$ cat src/rtl/mm_uart_pkg.sv
// Shared definitions for the memory-mapped UART: register map, STATUS/CTRL
// bit positions and the TX/RX state encodings.
package mm_uart_pkg;

  localparam logic [1:0] ADDR_DATA   = 2'd0;
  localparam logic [1:0] ADDR_STATUS = 2'd1;
  localparam logic [1:0] ADDR_DIV    = 2'd2;
  localparam logic [1:0] ADDR_CTRL   = 2'd3;

  localparam int ST_TX_FULL     = 0;
  localparam int ST_TX_EMPTY    = 1;
  localparam int ST_RX_NONEMPTY = 2;
  localparam int ST_RX_FULL     = 3;
  localparam int ST_RX_OVERRUN  = 4;
  localparam int ST_FRAME_ERR   = 5;
  localparam int ST_TX_BUSY     = 6;
  localparam int ST_TX_DROP     = 7;

  localparam int CTRL_RX_IRQ  = 0;
  localparam int CTRL_TXE_IRQ = 1;
  localparam int CTRL_ERR_IRQ = 2;

  typedef enum logic [1:0] {TX_IDLE, TX_START, TX_DATA, TX_STOP} tx_state_t;
  typedef enum logic [1:0] {RX_IDLE, RX_START, RX_DATA, RX_STOP} rx_state_t;

endpackage

$ cat src/rtl/mm_uart_ctrl_fifo.sv
// Synchronous FIFO with a show-ahead head (dout is the oldest entry).
// Handshake: push and pop are single-cycle requests. A pop is accepted only
// when not empty; a push is accepted when not full, or when full and a pop
// retires in the same cycle. Rejected requests have no effect.
module sync_fifo #(
  parameter int WIDTH = 8,
  parameter int DEPTH = 16
) (
  input  logic                     clk,
  input  logic                     rst,
  input  logic                     push,
  input  logic [WIDTH-1:0]         din,
  input  logic                     pop,
  output logic [WIDTH-1:0]         dout,
  output logic                     full,
  output logic                     empty,
  output logic [$clog2(DEPTH):0]   count
);
  localparam int AW = $clog2(DEPTH);
  localparam logic [AW:0]   CNT_FULL = (AW+1)'(DEPTH);
  localparam logic [AW:0]   CNT_ONE  = (AW+1)'(1);
  localparam logic [AW-1:0] PTR_ONE  = AW'(1);

  logic [WIDTH-1:0] mem [DEPTH];
  logic [AW-1:0]    wr_ptr, rd_ptr;
  logic             do_push, do_pop;

  assign full    = (count == CNT_FULL);
  assign empty   = (count == '0);
  assign do_pop  = pop & ~empty;
  assign do_push = push & (~full | do_pop);
  assign dout    = mem[rd_ptr];

  // Storage array; contents need no reset since count gates visibility.
  always_ff @(posedge clk) begin
    if (do_push) mem[wr_ptr] <= din;
  end

  // Pointers wrap naturally (power-of-two depth); count separates full/empty.
  always_ff @(posedge clk) begin
    if (rst) begin
      wr_ptr <= '0;
      rd_ptr <= '0;
      count  <= '0;
    end else begin
      if (do_push) wr_ptr <= wr_ptr + PTR_ONE;
      if (do_pop)  rd_ptr <= rd_ptr + PTR_ONE;
      case ({do_push, do_pop})
        2'b10:   count <= count + CNT_ONE;
        2'b01:   count <= count - CNT_ONE;
        default: count <= count;
      endcase
    end
  end

endmodule

$ cat src/rtl/mm_uart_ctrl.sv
// Memory-mapped UART: divisor-programmable TX/RX with FIFOs, sticky error
// flags and a level interrupt. Bus reads are registered into data_r.
module mm_uart_ctrl
  import mm_uart_pkg::*;
#(
  parameter int          FIFO_DEPTH  = 16,
  parameter int          DATA_BITS   = 8,
  parameter logic [15:0] DEFAULT_DIV = 16'd433
) (
  input  logic        clk,
  input  logic        rst,
  input  logic [1:0]  addr,
  input  logic        en_r,
  input  logic        en_w,
  input  logic [15:0] data_w,
  output logic [15:0] data_r,
  input  logic        uart_rx,
  output logic        uart_tx,
  output logic        irq
);
  localparam int CW = $clog2(FIFO_DEPTH) + 1;
  localparam int BW = $clog2(DATA_BITS);
  localparam logic [BW-1:0] LAST_BIT = BW'(DATA_BITS - 1);
  localparam logic [BW-1:0] BIT_ONE  = BW'(1);

  logic [15:0] div_reg, status_word, rd_val;
  logic [2:0]  ctrl_reg;
  logic        rx_overrun, frame_err, tx_drop;

  logic                 tx_push, tx_pop, tx_full, tx_empty;
  logic                 rx_push, rx_pop, rx_full, rx_empty;
  logic [DATA_BITS-1:0] tx_dout, rx_dout;
  logic [CW-1:0]        tx_count, rx_count;
  logic                 unused_counts;

  // TX datapath/FSM registers and next values
  tx_state_t            tx_state, tx_state_d;
  logic [15:0]          tx_cnt, tx_cnt_d, tx_div, tx_div_d;
  logic [BW-1:0]        tx_bit, tx_bit_d;
  logic [DATA_BITS-1:0] tx_shift, tx_shift_d;
  logic                 tx_line_d, tx_busy;

  // RX datapath/FSM registers and next values
  rx_state_t            rx_state, rx_state_d;
  logic [15:0]          rx_cnt, rx_cnt_d, rx_div, rx_div_d, rx_half;
  logic [16:0]          div_p1;
  logic [BW-1:0]        rx_bit, rx_bit_d;
  logic [DATA_BITS-1:0] rx_shift, rx_shift_d;
  logic                 rx_s1, rx_s2, rx_prev, rx_good, rx_ferr;

  logic wr_data, drop_evt, ovr_evt;

  sync_fifo #(.WIDTH(DATA_BITS), .DEPTH(FIFO_DEPTH)) u_tx_fifo (
    .clk(clk), .rst(rst), .push(tx_push), .din(data_w[DATA_BITS-1:0]),
    .pop(tx_pop), .dout(tx_dout), .full(tx_full), .empty(tx_empty), .count(tx_count)
  );

  sync_fifo #(.WIDTH(DATA_BITS), .DEPTH(FIFO_DEPTH)) u_rx_fifo (
    .clk(clk), .rst(rst), .push(rx_push), .din(rx_shift_d),
    .pop(rx_pop), .dout(rx_dout), .full(rx_full), .empty(rx_empty), .count(rx_count)
  );

  // Occupancy counts are not needed at this level; full/empty suffice.
  assign unused_counts = ^{tx_count, rx_count};

  assign tx_busy  = (tx_state != TX_IDLE);
  assign wr_data  = en_w && (addr == ADDR_DATA);
  assign tx_push  = wr_data && !tx_full;
  assign drop_evt = wr_data && tx_full;
  assign rx_pop   = en_r && (addr == ADDR_DATA) && !rx_empty;
  assign rx_push  = rx_good;
  assign ovr_evt  = rx_good && rx_full && !rx_pop;

  // STATUS word assembled from live FIFO/FSM state and sticky flags.
  always_comb begin
    status_word = '0;
    status_word[ST_TX_FULL]     = tx_full;
    status_word[ST_TX_EMPTY]    = tx_empty;
    status_word[ST_RX_NONEMPTY] = !rx_empty;
    status_word[ST_RX_FULL]     = rx_full;
    status_word[ST_RX_OVERRUN]  = rx_overrun;
    status_word[ST_FRAME_ERR]   = frame_err;
    status_word[ST_TX_BUSY]     = tx_busy;
    status_word[ST_TX_DROP]     = tx_drop;
  end

  // Read mux; sees pre-write register values when read and write coincide.
  always_comb begin
    rd_val = '0;
    case (addr)
      ADDR_DATA:   if (!rx_empty) rd_val = {1'b1, {(15-DATA_BITS){1'b0}}, rx_dout};
      ADDR_STATUS: rd_val = status_word;
      ADDR_DIV:    rd_val = div_reg;
      ADDR_CTRL:   rd_val = {13'd0, ctrl_reg};
      default:     rd_val = '0;
    endcase
  end

  // Register file, sticky flags (a new event wins over a same-cycle clear) and irq.
  always_ff @(posedge clk) begin
    if (rst) begin
      data_r     <= '0;
      div_reg    <= DEFAULT_DIV;
      ctrl_reg   <= '0;
      rx_overrun <= 1'b0;
      frame_err  <= 1'b0;
      tx_drop    <= 1'b0;
      irq        <= 1'b0;
    end else begin
      if (en_r) data_r <= rd_val;
      if (en_w && addr == ADDR_DIV)  div_reg  <= data_w;
      if (en_w && addr == ADDR_CTRL) ctrl_reg <= data_w[2:0];
      if (en_w && addr == ADDR_STATUS) begin
        if (data_w[ST_RX_OVERRUN]) rx_overrun <= 1'b0;
        if (data_w[ST_FRAME_ERR])  frame_err  <= 1'b0;
        if (data_w[ST_TX_DROP])    tx_drop    <= 1'b0;
      end
      if (ovr_evt)  rx_overrun <= 1'b1;
      if (rx_ferr)  frame_err  <= 1'b1;
      if (drop_evt) tx_drop    <= 1'b1;
      irq <= (ctrl_reg[CTRL_RX_IRQ]  && !rx_empty) ||
             (ctrl_reg[CTRL_TXE_IRQ] && tx_empty && !tx_busy) ||
             (ctrl_reg[CTRL_ERR_IRQ] && (rx_overrun || frame_err || tx_drop));
    end
  end

  // TX next-state: every non-idle state lasts tx_div+1 cycles; the divisor is
  // latched at frame start so a DIV write never disturbs a frame in flight.
  always_comb begin
    tx_state_d = tx_state;
    tx_cnt_d   = tx_cnt;
    tx_div_d   = tx_div;
    tx_bit_d   = tx_bit;
    tx_shift_d = tx_shift;
    tx_pop     = 1'b0;
    if (tx_state == TX_IDLE || (tx_state == TX_STOP && tx_cnt == '0)) begin
      if (!tx_empty) begin
        tx_pop     = 1'b1;
        tx_state_d = TX_START;
        tx_cnt_d   = div_reg;
        tx_div_d   = div_reg;
        tx_shift_d = tx_dout;
      end else begin
        tx_state_d = TX_IDLE;
      end
    end else if (tx_cnt != '0) begin
      tx_cnt_d = tx_cnt - 16'd1;
    end else begin
      tx_cnt_d = tx_div;
      if (tx_state == TX_START) begin
        tx_state_d = TX_DATA;
        tx_bit_d   = '0;
      end else if (tx_bit == LAST_BIT) begin
        tx_state_d = TX_STOP;
      end else begin
        tx_bit_d   = tx_bit + BIT_ONE;
        tx_shift_d = tx_shift >> 1;
      end
    end
    case (tx_state_d)
      TX_START: tx_line_d = 1'b0;
      TX_DATA:  tx_line_d = tx_shift_d[0];
      default:  tx_line_d = 1'b1;
    endcase
  end

  // TX state register; uart_tx is registered alongside the state.
  always_ff @(posedge clk) begin
    if (rst) begin
      tx_state <= TX_IDLE;
      tx_cnt   <= '0;
      tx_div   <= '0;
      tx_bit   <= '0;
      tx_shift <= '0;
      uart_tx  <= 1'b1;
    end else begin
      tx_state <= tx_state_d;
      tx_cnt   <= tx_cnt_d;
      tx_div   <= tx_div_d;
      tx_bit   <= tx_bit_d;
      tx_shift <= tx_shift_d;
      uart_tx  <= tx_line_d;
    end
  end

  // Two-flop synchroniser plus previous-sample flop for falling-edge detect.
  always_ff @(posedge clk) begin
    if (rst) begin
      rx_s1   <= 1'b1;
      rx_s2   <= 1'b1;
      rx_prev <= 1'b1;
    end else begin
      rx_s1   <= uart_rx;
      rx_s2   <= rx_s1;
      rx_prev <= rx_s2;
    end
  end

  assign div_p1  = {1'b0, div_reg} + 17'd1;
  assign rx_half = div_p1[16:1];

  // RX next-state: start confirmed half a bit after the edge (immediately when
  // the half-bit is zero), then one sample per bit period.
  always_comb begin
    rx_state_d = rx_state;
    rx_cnt_d   = rx_cnt;
    rx_div_d   = rx_div;
    rx_bit_d   = rx_bit;
    rx_shift_d = rx_shift;
    rx_good    = 1'b0;
    rx_ferr    = 1'b0;
    if (rx_state == RX_IDLE) begin
      if (rx_prev && !rx_s2) begin
        rx_div_d = div_reg;
        rx_bit_d = '0;
        if (rx_half == '0) begin
          rx_state_d = RX_DATA;
          rx_cnt_d   = div_reg;
        end else begin
          rx_state_d = RX_START;
          rx_cnt_d   = rx_half - 16'd1;
        end
      end
    end else if (rx_cnt != '0) begin
      rx_cnt_d = rx_cnt - 16'd1;
    end else begin
      rx_cnt_d = rx_div;
      case (rx_state)
        RX_START: rx_state_d = rx_s2 ? RX_IDLE : RX_DATA;
        RX_DATA: begin
          rx_shift_d = {rx_s2, rx_shift[DATA_BITS-1:1]};
          if (rx_bit == LAST_BIT) rx_state_d = RX_STOP;
          else                    rx_bit_d   = rx_bit + BIT_ONE;
        end
        RX_STOP: begin
          rx_state_d = RX_IDLE;
          rx_good    = rx_s2;
          rx_ferr    = !rx_s2;
        end
        default: rx_state_d = RX_IDLE;
      endcase
    end
  end

  // RX state register.
  always_ff @(posedge clk) begin
    if (rst) begin
      rx_state <= RX_IDLE;
      rx_cnt   <= '0;
      rx_div   <= '0;
      rx_bit   <= '0;
      rx_shift <= '0;
    end else begin
      rx_state <= rx_state_d;
      rx_cnt   <= rx_cnt_d;
      rx_div   <= rx_div_d;
      rx_bit   <= rx_bit_d;
      rx_shift <= rx_shift_d;
    end
  end

endmodule

$ cat config.mk
export PLATFORM = sky130hd
export DESIGN_NAME = mm_uart_ctrl
export DESIGN_NICKNAME = d
export VERILOG_FILES = /design/src/rtl/mm_uart_pkg.sv /design/src/rtl/mm_uart_ctrl_fifo.sv /design/src/rtl/mm_uart_ctrl.sv
export SDC_FILE = /design/constraint.sdc
export NUM_CORES = 1
export LEC_CHECK = 0
export ABC_AREA = 1
export ABC_CLOCK_PERIOD_IN_PS = 3600
export BUFFER_PORTS_ARGS = -buffer_cell sky130_fd_sc_hd__buf_2
export CAP_MARGIN = 0
export CORE_MARGIN = 4
export CORE_UTILIZATION = 25
export CTS_CLUSTER_DIAMETER = 120
export DETAILED_ROUTE_END_ITERATION = 10
export PLACE_DENSITY = 0.48
export SYNTH_ARGS = -nofsm -noshare
export SYNTH_HDL_FRONTEND = slang
export SYNTH_SLANG_ARGS = --single-unit
$ cat constraint.sdc
create_clock -name clk -period 3.6 [get_ports clk]
set_input_delay 0.54 -clock clk [delete_from_list [all_inputs] [get_ports clk]]
set_output_delay 0.54 -clock clk [all_outputs]
set_load 0.01 [all_outputs]
==> summary.md, run 1 <==
| Metric | Value |
|---|---|
| Worst EP required | `between 4000 and 5000 ps` |
| Number of synthesized flops with an enable pin | `~260` |
| Largest net degree at the start of global routing | `68` |
| Congestion Overflow GR | `0` |
| Flop pwr share | `0.423` |
| Count of buffers from port buffering | `40` |
| Min-delay src | `uart_rx` |
| Vias per cell | `about 4.8` |
| Power share of the combinational group | `0.222` |
| DP HPWL | `between 30 and 40 mm` |
| Global-route wire length before repair | `between 80 and 90 mm` |
| H-Tree Depth | `2` |
| Mapped Nets | `2063` |
| Wirelength per Cell | `17.41 um` |
| Cell chain of the critical path | `inv_1, ha_1, nand2_1, nor2_1, nand2_1, nor2_2, nand3_1, clkinv_1, nand3_4, ha_1, ha_1, nand2_1, nor2_1, a211oi_1, xnor2_1, o21ai_0, inv_1` |
| Crit path launch type | `flip-flop` |
| P_int | `approximately 9.2 mW` |
| Global Route Usage Sum | `0.1318` |
| Fill cells | `between 7k and 8k` |
| Highest clock rate | `0.3098 GHz` |
| Critical path type | `reg2reg` |
| Starting Density | `0.2523` |
| Pre-antenna DRT Iters | `5` |
| NetSw | `between 4 and 5 mW` |
| Outcome | `completed` |
| Final WL | `around 53 mm` |
| Setup TNS | `0 ps` |
| Core area | `0.07457 mm2` |
| DR iter-0 viols | `1038` |
| Area leader, netlist | `edfxtp_1` |
| Ports | `about 40` |
| Clock share of power | `0.355` |
| Yosys warning count | `0` |
| Worst hold path class | `in2reg` |
| Clock buffer count from CTS | `48` |
| Setup violators final | `0` |
| Library cells used by synthesis | `47` |
| Clock Path Buffers | `3` |
| Worst reg2reg path startpoint | `rx_cnt[0]$_SDFFE_PP0P_` |
| Cts repair resizes | `0` |
| Post-DRT Antenna Nets | `0` |
| Area contributors post-synth | `edfxtp_1 41%, dfxtp_1 18%, o21ai_0 7.8%` |
| Sequential element share of the synthesized area | `0.5863` |
| WHS Endpoint | `rx_s1$_SDFF_PP1_` |
| Skew-Pair Late Insertion Delay | `roughly 600 ps` |
| Nets | `roughly 2.1k` |
| Post-CTS Hold Buffers | `0` |
| Worst Reg-to-Reg Cells | `17` |
| Die Y | `~280 um` |
| Place WS | `~400 ps` |
| Skew final | `around 34 ps` |
| Hold Path Depth | `2` |
| Post-Syn Instances | `2009` |
| Share of the synthesized area in the top cell type | `0.4086` |
| Die Area | `approximately 0.080 mm2` |
| Std-Cell Rows | `100` |
| Fin crit period | `3228 ps` |
| Synth Cell Area | `0.01881 mm2` |
| #FFs+latches synth | `423` |
| Capturing point of the worst reg2reg path | `u_rx_fifo.count[3]$_SDFFE_PP0P_` |
| Lkg Pwr | `roughly 7.9 nW` |
| # Max-Cap Violations | `0` |
| R2R Setup Slk | `approximately 370 ps` |
| Crit-path max cell delay | `~370 ps` |
| Final setup margin | `between 300 and 400 ps` |
| Fin crit share | `0.8966` |
| CP Capture Type | `flip-flop` |
| Relative max-transition margin | `0.3486` |
| Clk sinks | `roughly 420` |
| Slew Limit Fails | `0` |
| Worst-path clk slew | `approximately 60 ps` |
| DRC | `0` |
| Switching Fraction | `0.3185` |
| Vias | `about 15k` |
| Asr flop ratio synth | `0` |
| CTS Root Cell | `clkbuf_16` |
| Setup Fix Bufs, Post-CTS | `0` |
| Antenna Cells | `0` |
| Peak supply drop | `between 0.0003 and 0.0004 V` |
| Crit path max fanout | `7` |
| Biggest regs | `u_rx_fifo.mem: 128 flops, u_tx_fifo.mem: 128 flops` |
| CTS tree | `done` |
| Layout cells sized above 1 | `0.09277` |
| Initial antenna violation count | `0` |
| Die width | `around 280 um` |
| Final RePlAce weighted congestion | `about 0.9` |
| RSZ-0062 raised after global routing | `no` |
| Slowest cell on crit path | `ha_1` |
| Worst-Margin Slew | `~980 ps` |
| WP data arrival | `between 3000 and 4000 ps` |
| Main synth FF type | `edfxtp_1` |
| Area grow syn2layout | `16.16%` |
| Hold Violations, Final | `0` |
| Vias in the first global route | `roughly 14k` |
| Pwr per Cell Area | `618.5 mW/mm2` |
| Syn avg cell area | `around 9.4 um2` |
==> how the worst max path moves through the flow <==
stage | startpoint | endpoint | slack [ps] | cells after the start
after floorplan | tx_cnt[0]$_SDFFE_PP0P_ | u_tx_fifo.count[4]$_SDFFE_PP0P_ | 720 | 21
after global placement | rx_cnt[0]$_SDFFE_PP0P_ | u_rx_fifo.count[4]$_SDFFE_PP0P_ | 460 | 19
after detailed placement | rx_cnt[0]$_SDFFE_PP0P_ | u_rx_fifo.count[3]$_SDFFE_PP0P_ | 400 | 17
after CTS | rx_cnt[0]$_SDFFE_PP0P_ | u_rx_fifo.count[3]$_SDFFE_PP0P_ | 390 | 17
after global routing | rx_cnt[0]$_SDFFE_PP0P_ | u_rx_fifo.count[3]$_SDFFE_PP0P_ | 40 | 17
final | rx_cnt[0]$_SDFFE_PP0P_ | u_rx_fifo.count[3]$_SDFFE_PP0P_ | 370 | 17
==> logic make-up after synthesis <==
logic type | after synthesis | share of synthesized area
multiplexers | 3 | 0.001596
AND/OR/NAND/NOR | 692 | 0.1532
adder cells (fa/ha/maj) | 31 | 0.02102
buffers and inverters | 254 | 0.05234
flip-flops | 423 | 0.5863
AO/OA/AOI/OAI | 569 | 0.1683
XOR/XNOR | 37 | 0.01723
==> final cells by class <==
type,count,area [um2],share of cell area
inverters,160,600.6,0.02748
well taps,969,1212,0.05548
repair buffers,97,653.1,0.02989
clock inverters,22,230.2,0.01053
multi-input cells,1332,6808,0.3115
clock buffers,68,1316,0.06023
flip-flops and latches,423,11030,0.5049
==> Yosys cell counts, drive strengths merged (2+ instances only) <==
library cell and count:
a21oi 151, xor2 19, nor3 13, nand2 273, a31oi 13, o21ai 293
clkbuf 86, nand4 20, xnor2 18, o211ai 10, clkinv 3, o22ai 25
mux2i 3, or2 4, dfxtp 167, o221ai 36, a211oi 20, o21a 2
buf 8, inv 157, nand3 86, edfxtp 256, a22oi 9, nand3b 2
a21boi 3, nor2 291, a41oi 2, ha 30
==> cells in the final DEF (no fill, tap or decap), drive strengths merged, types with 19 or more instances in the layout <==
cell type	synthesis	final
o21ai	293	293
nor2	291	291
nand2	273	273
edfxtp	256	256
dfxtp	167	167
inv	157	159
a21oi	151	151
buf	8	97
nand3	86	86
clkbuf	86	68
o221ai	36	36
ha	30	30
o22ai	25	25
nand4	20	20
a211oi	20	20
clkinv	3	20
xor2	19	19
==> power groups by stage <==
stage	Clock [mW]	Sequential (mW)	Combinational, mW
after floorplan	0	5.75	2.17
after global placement	0	5.81	2.97
after detailed placement	0	5.82	3.00
after CTS	4.92	5.72	3.02
after global routing	5.13	5.77	3.41
final	4.80	5.72	3.00
==> critical path, delay by kind of cell (launching register included) <==
kind	cells	cell delay (ps)
and+or+nand+nor	8	1060
buffers and inverters	3	310
adders and majority gates	3	870
xor gates and xnor gates	1	110
DFF	1	320
AOI/OAI and AO/OA	2	450
==> per-stage QoR <==
| step | area (um2) | hold slack [ps] | instances | power [mW] | util |
|---|---|---|---|---|---|
| floorplan | 18810 | 389.5 | 2009 | 7.917 | - |
| global placement | 20310 | 399.4 | 2981 | 8.778 | 0.2723 |
| detailed placement | 20310 | 405.5 | 2981 | 8.819 | 0.2723 |
| CTS | 21850 | 95.66 | 3071 | 13.66 | 0.2931 |
| global route | 21850 | 107.3 | 3071 | 14.31 | 0.2931 |
| finish | 21850 | 133.3 | 3071 | 13.52 | 0.2931 |
==> layer usage <==
layer  GRT usage  vias up  wire (um)
met3     0.02080       92       2421
met1      0.1817     7055      25320
met5           0        -          0
li1            -     7134          -
met4     0.03808        0       1388
met2      0.2149      368      24350
No activity file was read; power rests on OpenSTA's default activity.
==> run 2, diff against run 1 <==
--- a/config.mk
+++ b/config.mk
@@ -9,11 +9,12 @@
 export ABC_CLOCK_PERIOD_IN_PS = 3600
 export BUFFER_PORTS_ARGS = -buffer_cell sky130_fd_sc_hd__buf_2
 export CAP_MARGIN = 0
+export CORE_ASPECT_RATIO = 1.5
 export CORE_MARGIN = 4
-export CORE_UTILIZATION = 25
+export CORE_UTILIZATION = 63
 export CTS_CLUSTER_DIAMETER = 120
 export DETAILED_ROUTE_END_ITERATION = 10
-export PLACE_DENSITY = 0.48
+export PLACE_DENSITY = 0.89
 export SYNTH_ARGS = -nofsm -noshare
 export SYNTH_HDL_FRONTEND = slang
 export SYNTH_SLANG_ARGS = --single-unit
==> run 2 against run 1 <==
Register-to-register slack worse by 110 ps. Clock-buffer cell count down 16. Critical path depth up 1. Flip-flop and latch count unchanged. Maximum frequency down 3.2%. Hold slack better by 56 ps. Sequential power about the same. Clock skew down 18 ps. Largest cell class unchanged. Highest routed layer unchanged.
==> summary.md, run 2 (synthesized netlist as in run 1, its figures left out) <==
| Metric | Value |
|---|---|
| Outcome | `completed` |
| Die Area | `0.03275 mm2 (-59%)` |
| Min-delay src | `uart_rx` |
| Wirelength per Cell | `20.21 um (+16%)` |
| Die width | `149.1 um (-47%)` |
| Crit path launch type | `flip-flop` |
| Hold Violations, Final | `0 (unchanged)` |
| Initial antenna violation count | `0 (unchanged)` |
| CP Capture Type | `flip-flop` |
| Capturing point of the worst reg2reg path | `u_rx_fifo.count[4]$_SDFFE_PP0P_` |
| Starting Density | `0.6381 (+0.3859)` |
| RSZ-0062 raised after global routing | `no` |
| Core area | `0.02948 mm2 (-60%)` |
| DR iter-0 viols | `2000 (+93%)` |
| Biggest regs | `u_rx_fifo.mem: 128 flops, u_tx_fifo.mem: 128 flops` |
| Worst reg2reg path startpoint | `u_rx_fifo.count[0]$_SDFFE_PP0P_` |
| Highest clock rate | `0.2999 GHz (-3.2%)` |
| Cell area after placement | `0.01933 mm2 (-4.8%)` |
| Worst-path clk slew | `60 ps (about the same)` |
| Setup Fix Bufs, Post-CTS | `0 (unchanged)` |
| CTS tree | `done` |
| Skew-Pair Late Insertion Delay | `540 ps (-60 ps)` |
| Vias in the first global route | `15.04k (+4.7%)` |
| Layout cells sized above 1 | `0.07244 (-0.02033)` |
| Fin area | `0.02047 mm2 (-6.3%)` |
| Slew Limit Fails | `0 (unchanged)` |
| DP HPWL | `31.83 mm (-11%)` |
| Worst-Margin Slew | `1328 ps (+352.6 ps)` |
| Clock buffer count from CTS | `37 (-23%)` |
| Global Route Usage Sum | `0.2978 (+0.1660)` |
| Fin crit share | `0.9261 (+0.02952)` |
| Worst EP required | `4070 ps (-20 ps)` |
| # Max-Cap Violations | `0 (unchanged)` |
| Setup violators final | `0 (unchanged)` |
| Std-Cell Rows | `77 (-23%)` |
| WHS Endpoint | `rx_s1$_SDFF_PP1_` |
| Pre-antenna DRT Iters | `6 (+1)` |
| Nets | `2073 (-2.0%)` |
| Skew final | `15.27 ps (-18.26 ps)` |
| Most frequent cells in the layout | `292 x o21ai_0, 277 x nor2_1, 270 x nand2_1` |
| Crit path max fanout | `7 (unchanged)` |
| Global-route wire length before repair | `77.37 mm (-6.5%)` |
| Antenna Cells | `0 (unchanged)` |
| Setup TNS | `0 ps (unchanged)` |
| Final RePlAce weighted congestion | `0.9795 (+9.1%)` |
| Final WL | `49.28 mm (-7.9%)` |
| Worst hold path class | `in2reg` |
| Cts repair resizes | `0 (unchanged)` |
| DRC | `0 (unchanged)` |
| H-Tree Depth | `2 (unchanged)` |
| CTS Root Cell | `clkbuf_16` |
| Finished Core Util | `0.6942 (+0.4012)` |
| Fill cells | `2097 (-73%)` |
| Ports | `41 (unchanged)` |
| Lkg Pwr | `7.569 nW (-4.8%)` |
| Hold Path Depth | `2 (unchanged)` |
| Area grow syn2layout | `8.786%` |
| Worst Reg-to-Reg Cells | `18 (+1)` |
| WP data arrival | `3800 ps (+90 ps)` |
| Largest net degree at the start of global routing | `67 (-1.5%)` |
| Vias per cell | `6.315 (+32%)` |
| Pwr per Cell Area | `614.9 mW/mm2 (-0.59%)` |
| Clk sinks | `423 (unchanged)` |
| Fin crit period | `3334 ps (+106.3 ps)` |
| Peak supply drop | `0.0004693 V (+34%)` |
| Relative max-transition margin | `0.1144 (-0.2342)` |
| R2R Setup Slk | `270 ps (-110 ps)` |
| Post-DRT Antenna Nets | `0 (unchanged)` |
| Critical path type | `reg2reg` |
| Post-CTS Hold Buffers | `0 (unchanged)` |
| Count of buffers from port buffering | `40 (unchanged)` |
| Die Y | `219.6 um (-22%)` |
| Clock Path Buffers | `3 (unchanged)` |
| Most common cell after layout, fill and taps aside | `o21ai_0` |
| Vias | `15.40k (+5.1%)` |
| Congestion Overflow GR | `0 (unchanged)` |
==> run 2: cell count changes in the layout (fill, tap and decap cells not counted), sizes merged <==
cell      previous run  this run
buf                 97        65
clkbuf              68        52
clkinv              20         8
bufinv               3         2
clkinvlp             0         1
inv                159       160
==> run 2: worst max path at each step <==
stage                                          startpoint                         endpoint  slack (ps)  depth (start not counted)
after detailed placement           rx_cnt[0]$_SDFFE_PP0P_  u_rx_fifo.count[4]$_SDFFE_PP0P_         410                         19
after CTS                 u_rx_fifo.count[0]$_SDFFE_PP0P_  u_rx_fifo.count[4]$_SDFFE_PP0P_         320                         18
after global placement             rx_cnt[0]$_SDFFE_PP0P_  u_rx_fifo.count[4]$_SDFFE_PP0P_         520                         19
after floorplan                    tx_cnt[0]$_SDFFE_PP0P_  u_tx_fifo.count[4]$_SDFFE_PP0P_         720                         21
final                     u_rx_fifo.count[0]$_SDFFE_PP0P_  u_rx_fifo.count[4]$_SDFFE_PP0P_         270                         18
after global routing      u_rx_fifo.count[0]$_SDFFE_PP0P_  u_rx_fifo.count[4]$_SDFFE_PP0P_           6                         18
==> run 2: metrics by stage <==
stage | hold WS (ps) | setup slack, ps | std cells | total power [mW]
final | 189.7 | 266.0 | 2438 | 12.58
after CTS | 174.7 | 317.9 | 2438 | 12.53
after global placement | 393.9 | 523.7 | 2375 | 8.562
after global routing | 178.1 | 5.802 | 2438 | 13.18
after floorplan | 389.5 | 718.5 | 2009 | 7.917
after detailed placement | 398.0 | 406.3 | 2375 | 8.707
==> run 2: layout make-up <==
class	instances	area, um2	share of cell area
clock buffers	52	1013	0.04952
clock inverters	11	116.4	0.005686
inverters	160	600.6	0.02935
multi-input cells	1332	6808	0.3326
flip-flops and latches	423	11030	0.5391
well taps	395	494.2	0.02415
repair buffers	65	400.4	0.01956
==> run 2: where the power goes <==
group	switching [mW]	total [mW]	internal [mW]
Combinational	2.05	3.00	0.954
Clock	1.73	3.85	2.12
Sequential	0.277	5.73	5.45
Total	4.06	12.6	8.53
==> run 2: routing by layer <==
layer	GRT usage	part of all wire	vias up
li1	-	-	7023
met1	0.3476	0.35	7233
met2	0.5221	0.50	921
met3	0.05266	0.089	220
met4	0.1573	0.059	0
met5	0	0	-
==> run 2: worst max-delay path: stages (launching register included) <==
cell and delay [ps]:
dfxtp_1 320, inv_1 120, nand4_1 180, or2_2 370, nand2_1 70, inv_1 90, nand2_1 200, nand2_1 180
nand3_4 140, ha_1 300, inv_1 90, fa_1 410, inv_1 80, a31oi_1 80, inv_1 80, o21ai_0 100
a21oi_1 210, o21ai_0 100, a21oi_1 150
